### src/rtl/solver_ctrl_avalon.sv
// Avalon-MM control block for the alignment solver: sequence load, start/abort, status, result.
// Optional RUN watchdog enabled by defining SOLVER_TIMEOUT_EN.
module solver_ctrl_avalon #(
  parameter int LEN1           = 10,
  parameter int LEN2           = 9,
  parameter int TIMEOUT_CYCLES = 1024
) (
  input  logic                       clk,
  input  logic                       rst,
  input  logic [5:0]                 avm_main_address,
  input  logic                       avm_main_write,
  input  logic [63:0]                avm_main_writedata,
  input  logic                       avm_main_read,
  output logic [63:0]                avm_main_readdata,
  output logic [2*LEN1-1:0]          seq1_o,
  output logic [2*LEN2-1:0]          seq2_o,
  output logic                       solver_rst_o,
  input  logic                       solver_finished_i,
  input  logic [2*(LEN1+LEN2)-1:0]   solver_result_i
);

  localparam int RW = 2 * (LEN1 + LEN2);

  typedef enum logic [2:0] {
    S_IDLE,
    S_HOLD,
    S_RUN,
    S_DONE,
    S_TIMEOUT
  } state_t;

  state_t          r_state;
  state_t          w_next;
  logic            r_hold;
  logic [15:0]     r_cnt;
  logic            r_done;
  logic [RW-1:0]   r_res;
  logic [2*LEN1-1:0] r_seq1;
  logic [2*LEN2-1:0] r_seq2;

  logic            w_ctrl_wr;
  logic            w_start;
  logic            w_abort;
  logic            w_busy;
  logic            w_go;
  logic            w_fin;
  logic [15:0]     w_cnt_inc;
  logic            w_tmo;
  logic            w_to;

  assign w_ctrl_wr = avm_main_write && (avm_main_address == 6'd0);
  assign w_start   = w_ctrl_wr && avm_main_writedata[0];
  assign w_abort   = w_ctrl_wr && avm_main_writedata[1];
  assign w_busy    = (r_state == S_HOLD) || (r_state == S_RUN);
  assign w_go      = w_start && !w_abort && !w_busy;
  assign w_fin     = (r_state == S_RUN) && solver_finished_i && !w_abort;
  assign w_cnt_inc = (r_cnt == 16'hFFFF) ? r_cnt : r_cnt + 16'd1;

`ifdef SOLVER_TIMEOUT_EN
  localparam logic [31:0] TMO = TIMEOUT_CYCLES;
  logic r_to;

  // Watchdog fires on the RUN cycle whose count reaches the limit.
  assign w_tmo = ({16'd0, w_cnt_inc} >= TMO);
  assign w_to  = r_to;

  // Timeout flag: cleared by a new start, set when the watchdog wins.
  always_ff @(posedge clk or negedge rst) begin
    if (!rst) begin
      r_to <= 1'b0;
    end else if (w_go) begin
      r_to <= 1'b0;
    end else if (r_state == S_RUN && w_next == S_TIMEOUT) begin
      r_to <= 1'b1;
    end
  end
`else
  assign w_tmo = 1'b0;
  assign w_to  = 1'b0;
`endif

  // State register.
  always_ff @(posedge clk or negedge rst) begin
    if (!rst) begin
      r_state <= S_IDLE;
    end else begin
      r_state <= w_next;
    end
  end

  // Next-state: abort beats everything, finish beats watchdog.
  always_comb begin
    w_next = r_state;
    if (w_abort) begin
      w_next = S_IDLE;
    end else begin
      unique case (r_state)
        S_IDLE, S_DONE, S_TIMEOUT: begin
          if (w_start) w_next = S_HOLD;
        end
        S_HOLD: begin
          if (r_hold) w_next = S_RUN;
        end
        S_RUN: begin
          if (solver_finished_i) w_next = S_DONE;
          else if (w_tmo) w_next = S_TIMEOUT;
        end
        default: w_next = S_IDLE;
      endcase
    end
  end

  // Solver is held in reset everywhere but RUN.
  always_comb begin
    solver_rst_o = (r_state != S_RUN);
  end

  // Datapath: hold phase, run counter, done flag, result and sequences.
  always_ff @(posedge clk or negedge rst) begin
    if (!rst) begin
      r_hold <= 1'b0;
      r_cnt  <= 16'd0;
      r_done <= 1'b0;
      r_res  <= '0;
      r_seq1 <= '0;
      r_seq2 <= '0;
    end else begin
      r_hold <= (r_state == S_HOLD) && !r_hold;
      if (w_go) begin
        r_cnt  <= 16'd0;
        r_done <= 1'b0;
      end else begin
        if (r_state == S_RUN) r_cnt <= w_cnt_inc;
        if (w_fin) r_done <= 1'b1;
      end
      if (w_fin) r_res <= solver_result_i;
      if (avm_main_write && !w_busy) begin
        if (avm_main_address == 6'd1)
          r_seq1 <= avm_main_writedata[2*LEN1-1:0];
        if (avm_main_address == 6'd2)
          r_seq2 <= avm_main_writedata[2*LEN2-1:0];
      end
    end
  end

  assign seq1_o = r_seq1;
  assign seq2_o = r_seq2;

  // Read mux straight from registers, so a same-cycle write is not visible.
  always_comb begin
    avm_main_readdata = 64'd0;
    unique case (1'b1)
      avm_main_read && (avm_main_address == 6'd3):
        avm_main_readdata = {16'd0, r_cnt, 29'd0, w_to, r_done, w_busy};
      avm_main_read && (avm_main_address == 6'd4):
        avm_main_readdata = {{(64-RW){1'b0}}, r_res};
      default: avm_main_readdata = 64'd0;
    endcase
  end

endmodule
### config.mk
export PLATFORM = sky130hd
export DESIGN_NAME = solver_ctrl_avalon
export DESIGN_NICKNAME = d
export VERILOG_FILES = /design/src/rtl/solver_ctrl_avalon.sv
export SDC_FILE = /design/constraint.sdc
export NUM_CORES = 1
export LEC_CHECK = 0
export CORE_MARGIN = 10
export CORE_UTILIZATION = 41
export CTS_CLUSTER_SIZE = 28
export DETAILED_ROUTE_END_ITERATION = 16
export PLACE_DENSITY = 0.83
export SLEW_MARGIN = 20
export SYNTH_ARGS = -nofsm -noshare
export SYNTH_HDL_FRONTEND = slang
export SYNTH_SLANG_ARGS = --single-unit
### constraint.sdc
create_clock -name clk -period 2.39 [get_ports clk]
set_input_delay 0.478 -clock clk [delete_from_list [all_inputs] [get_ports clk]]
set_output_delay 0.478 -clock clk [all_outputs]
set_load 0.01 [all_outputs]
---- Word-level counts from Yosys, hierarchy flattened ----
Cells that the tools add are included.
storage, ports and cells
  register bits after elaboration ......... 97
  output and inout bits ................... 103
  bits of input ports ..................... 113
  logic and storage cells ................. 57
cells by class
  reductions and logical operators ........ 24
  multiplexer cells ....................... 11
  equality and inequality tests ........... 14
  add/subtract/negate cells ............... 1
operators by type and width
  kind                                                   number
  one-hot mux 48 bit (2 select lines)                    1
  2-to-1 mux 16 bit                                      3
  adder 16 x 1 -> 16 bit, second input constant          1
  equality test 16 bit, second input constant            1
  equality test 6 x 2 -> 1 bit, second input constant    2
  2-to-1 mux 3 bit                                       4
  logical AND 1 bit                                      11
  inequality test 3 bit, second input constant           3
  one-hot mux 3 bit (3 select lines)                     1
  equality test 3 x 2 -> 1 bit, second input constant    2
  equality test 6 x 1 -> 1 bit, second input constant    1
  equality test 6 x 3 -> 1 bit, second input constant    1
  zero test 6 bit                                        1
  AND reduction 2 bit                                    3
  nonzero test 2 bit                                     2
  equality test 3 x 1 -> 1 bit, second input constant    1
  equality test 3 bit, second input constant             1
  zero test 1 bit                                        3
  zero test 3 bit                                        1
  inequality test 3 x 2 -> 1 bit, second input constant  1
  AND reduction 3 bit                                    1
  OR reduction 3 bit                                     1
  2-to-1 mux 1 bit                                       2
  inequality test 2 bit, second input constant           1
  logical OR 1 bit                                       1

---- Depth between registers and ports, before layout ----
  depth in word-level cells ............... 8
  mapped depth ............................ 9
  depth with buffers taken out ............ 6

---- Least setup slack after synthesis ----
OpenSTA, ideal clock, no wires.
  path kind ............................... input to output
  start ................................... input avm_main_address[5]
  end ..................................... output avm_main_readdata[38]
  arrival time ............................ 1657 ps
  setup slack ............................. 255 ps
  required time ........................... 1912 ps
  buffers on the path ..................... 2
  stages .................................. 6
  cell sequence ........................... nor3_2 -> nand2_1 -> nor4bb_1 -> buf_2 -> clkbuf_1 -> and2_1
on the way
  cells in the longest elaborated chain, start to end .. 3
  elaborated cells between the ends (all ways) .. 5
  those cells by class .................... eq/ne (2); mux (1); reduce/logical (2)
RTL lines
  what                                                                                 RTL line  RTL
  start, declared                                                                      10        input logic [5:0] avm_main_address,
  equality test 6 x 3 -> 1 bit / equality test 6 x 2 -> 1 bit (equally long branches)  155, 153
  logical AND 1 bit, on equally long branches                                          155, 153
  one-hot mux 48 bit (2 select lines) *                                                152       unique case (1'b1)
  end, declared                                                                        14        output logic [63:0] avm_main_readdata,
Mark *: on every way between the ends. The rest lies on a longest branch, timed or not.

---- Final worst setup path ----
  start ................................... input avm_main_address[4]
  end ..................................... output avm_main_readdata[32]
The elaborated chain is that of the path after synthesis.

==> key figures <==
Flow run
  • MaxCap Viol Count: 0

Yosys
  • Seq/Total Area, Yosys: 0.5244
  • Post-synth EDFFs: 0
  • Ys async rst share: 1.000
  • Synth top area share: 0.5244
  • Mapped cell area: 4581 µm²
  • Register bit count reported by yosys: 96
  • Top FF cell, synth: dfrtp_1
  • Ys Warns: 0
  • Top area cells in the synthesized netlist: dfrtp_1 (52%), mux2_2 (16%), and2_1 (5.5%), mux2_4 (3.0%), buf_4 (2.6%)
  • Post-Syn Instances: around 370
  • Avg Cell Area, Syn: 12.31 µm²
  • Netlist cell types: 46
  • Largest area contributor in the netlist: dfrtp_1

Min path
  • Hold crit path type: input pin to async pin

Die
  • Core ar.: roughly 11,000 µm²
  • IO Pins: 216
  • Die footprint: between 15,000 and 20,000 µm²
  • Std cell rows: 38
  • Initial Util: 0.4207
  • Die H: 125.7 µm
  • Die span in x: approximately 130 µm

Global route
  • GR Util All Layers: 0.1611
  • First-pass GRT wire length: between 20,000 and 25,000 µm
  • Initial antenna violation count: 0
  • Gr ovfl total: 0
  • Vias in the first global route: about 3,800
  • Pin count of the biggest net entering global routing: between 40 and 50

Pwr
  • Leak: approximately 3.1 nW
  • Power, Total: 5.336 mW
  • Worst VDD drop: 0.3842 mV
  • Pwr/cell area: between 800 and 900 nW/µm²

STA
  • Final hold violations: 0
  • Final worst path period need: 2342 ps
  • Setup WS post-layout: just under 50 ps
  • Rel. slew slack: 0.5508
  • Slew Viols, Final: 0
  • RSZ-0062 raised after global routing: true
  • Fin Hold WS: a little over 80 ps
  • F_max: 0.4271 GHz
  • Setup-failing EPs final: 0
  • Worst Tran Pin Value: ~670 ps
  • Setup Skew: around 10 ps
  • Final period utilization: 0.9797

Worst setup path
  • Setup CP Type: input pin to output port
  • Reg-to-Reg End: r_cnt[14]
  • Crit path launch: avm_main_address[4]
  • Reg2Reg Depth: 6
  • Critical Path AT: between 1500 and 2000 ps
  • Reg2Reg Launch Point: r_state[0]
  • Reg2Reg Setup Slack: between 300 and 400 ps
  • Startpoint types: input pin
  • End point of the critical path: avm_main_readdata[32]
  • Crit path capture type: output port
  • Worst Path Required: 1910 ps
  • CP Max Fanout: 9

CTS
  • Clock Pin Slew Worst Setup and Hold Paths: ~90 ps
  • Clk Latency, worst-skew pair: 350 ps
  • Root Driver: clkbuf_8
  • TritonCTS buffer count: 9
  • CTS Hold Bufs: 0
  • TritonCTS clock tree: built
  • Clk sinks: 96
  • # H-tree levels: 3
  • CTS Buffer Depth: 2

Layout
  • Layout cells sized above 1: 0.3238
  • Nets: ~670
  • Antenna cells: 0
  • Fin util: 0.6022
  • Most common cell after layout, fill and taps aside: clkdlybuf4s50_1
  • Finished Layout Cells: 699
  • Synth-to-Final Area Change: 43.13%
  • Filler cell count: roughly 940
  • Commonest cells after routing, fill and taps aside: clkdlybuf4s50_1 (99), dfrtp_1 (96), mux2_2 (65)

Place
  • Final GP Congestion: approximately 0.84
  • Hpwl dp: about 9600 µm
  • Pre-CTS WS: -735.1 ps
  • Port bufs: ~160
  • Placed insts: 665

Drt
  • TritonRoute pass-1 iters: 4
  • Vias: between 3,000 and 4,000
  • Routed Antenna Nets: 0
  • Avg WL per Cell: 19.14 µm
  • Post-DR vias/cell: roughly 5.2
  • DRT iter0 DRCs: ~210
  • DRC viols: 0
  • Detailed Route WL: 13,380 µm

Status
  • Status: finished, final reports clean
==> critical path: stages <==
cell             delay (ps)
buf_6                   100
nor3_4                  190
nand2_2                 120
nor4b_4                 210
buf_4                   190
buf_4                   120
buf_6                   120
a22o_1                  130
clkdlybuf4s15_2         220
==> stage by stage <==
stage | area, µm² | TNS (ps)
after CTS | 6689 | -52.32
final | 6556 | 0
after detailed placement | 6381 | -32320
after global routing | 6556 | -268.4
after floorplan | 4637 | 0
after global placement | 6381 | -31510
==> cell usage after synthesis, types with 2 or more instances <==
library cell	number
o31ai_1	3
or4_1	5
clkbuf_2	2
buf_2	9
nand2b_1	2
a31oi_1	2
buf_6	2
and2_1	40
clkbuf_1	6
buf_4	16
or3_1	6
nor2b_1	2
and4_1	2
nand4_1	9
nor3_1	6
nor4_1	2
mux2_4	9
and3_1	5
ha_1	4
o21ai_0	8
mux2_2	65
inv_1	4
dfrtp_1	96
a21oi_1	16
o211ai_1	2
nand2_1	13
a22o_1	8
nand3_1	6
nor2_1	4
mux2_1	2
==> worst min-delay path by stage <==
| stage | to | cells after the start | slack [ps] |
|---|---|---|---|
| floorplan | r_cnt[0] | 0 | 180 |
| global placement | r_hold | 1 | 400 |
| detailed placement | r_hold | 1 | 410 |
| CTS | r_res[9] | 1 | 80 |
| global route | r_res[26] | 1 | 90 |
| finish | r_cnt[8] | 1 | 80 |
==> final cells by class <==
cell class / instances / area, µm² / share of cell area
multi-input cells: 252 / 2047 / 0.3122
repair buffers: 192 / 1754 / 0.2676
inverters: 4 / 15.01 / 0.002290
clock buffers: 10 / 127.6 / 0.01947
well taps: 140 / 175.2 / 0.02672
flip-flops and latches: 96 / 2402 / 0.3664
clock inverters: 5 / 35.03 / 0.005344
==> timing repair <==
action	CTS	global route
setup endpoints to repair	48	48
cloned	5	1
setup buffers	14	1
pin swaps	8	3
gates resized for setup	138	51
==> flip-flops by register name, summed over array words and instances, names as in the netlist <==
signal,count
r_res,38
r_state,2
r_done,1
r_hold,1
seq1_o,20
r_cnt,16
seq2_o,18
==> power breakdown <==
part / total, mW / switching (mW) / internal, mW
registers: 2.64 / 0.432 / 2.21
logic: 1.76 / 0.728 / 1.04
clock network: 0.929 / 0.556 / 0.374
==> cell families after synthesis <==
kind of cell	count (synthesis)	synth area share
buffers and inverters	39	0.05135
flip-flops	96	0.5244
AO/OA/AOI/OAI	41	0.05600
multiplexers	77	0.1964
AND/OR/NAND/NOR	114	0.1601
adder cells (fa/ha/maj)	4	0.01093
other	1	0.0008187
==> metal layers <==
metal / up-vias / routed length (µm) / track usage
met1: 1811 / 5162 / 0.1755
met5: - / 0 / 0
met4: 0 / 224 / 0.04472
li1: 1671 / - / -
met2: 133 / 6897 / 0.2818
met3: 13 / 1093 / 0.06669
Note: power is estimated with default switching activity, not from simulation.
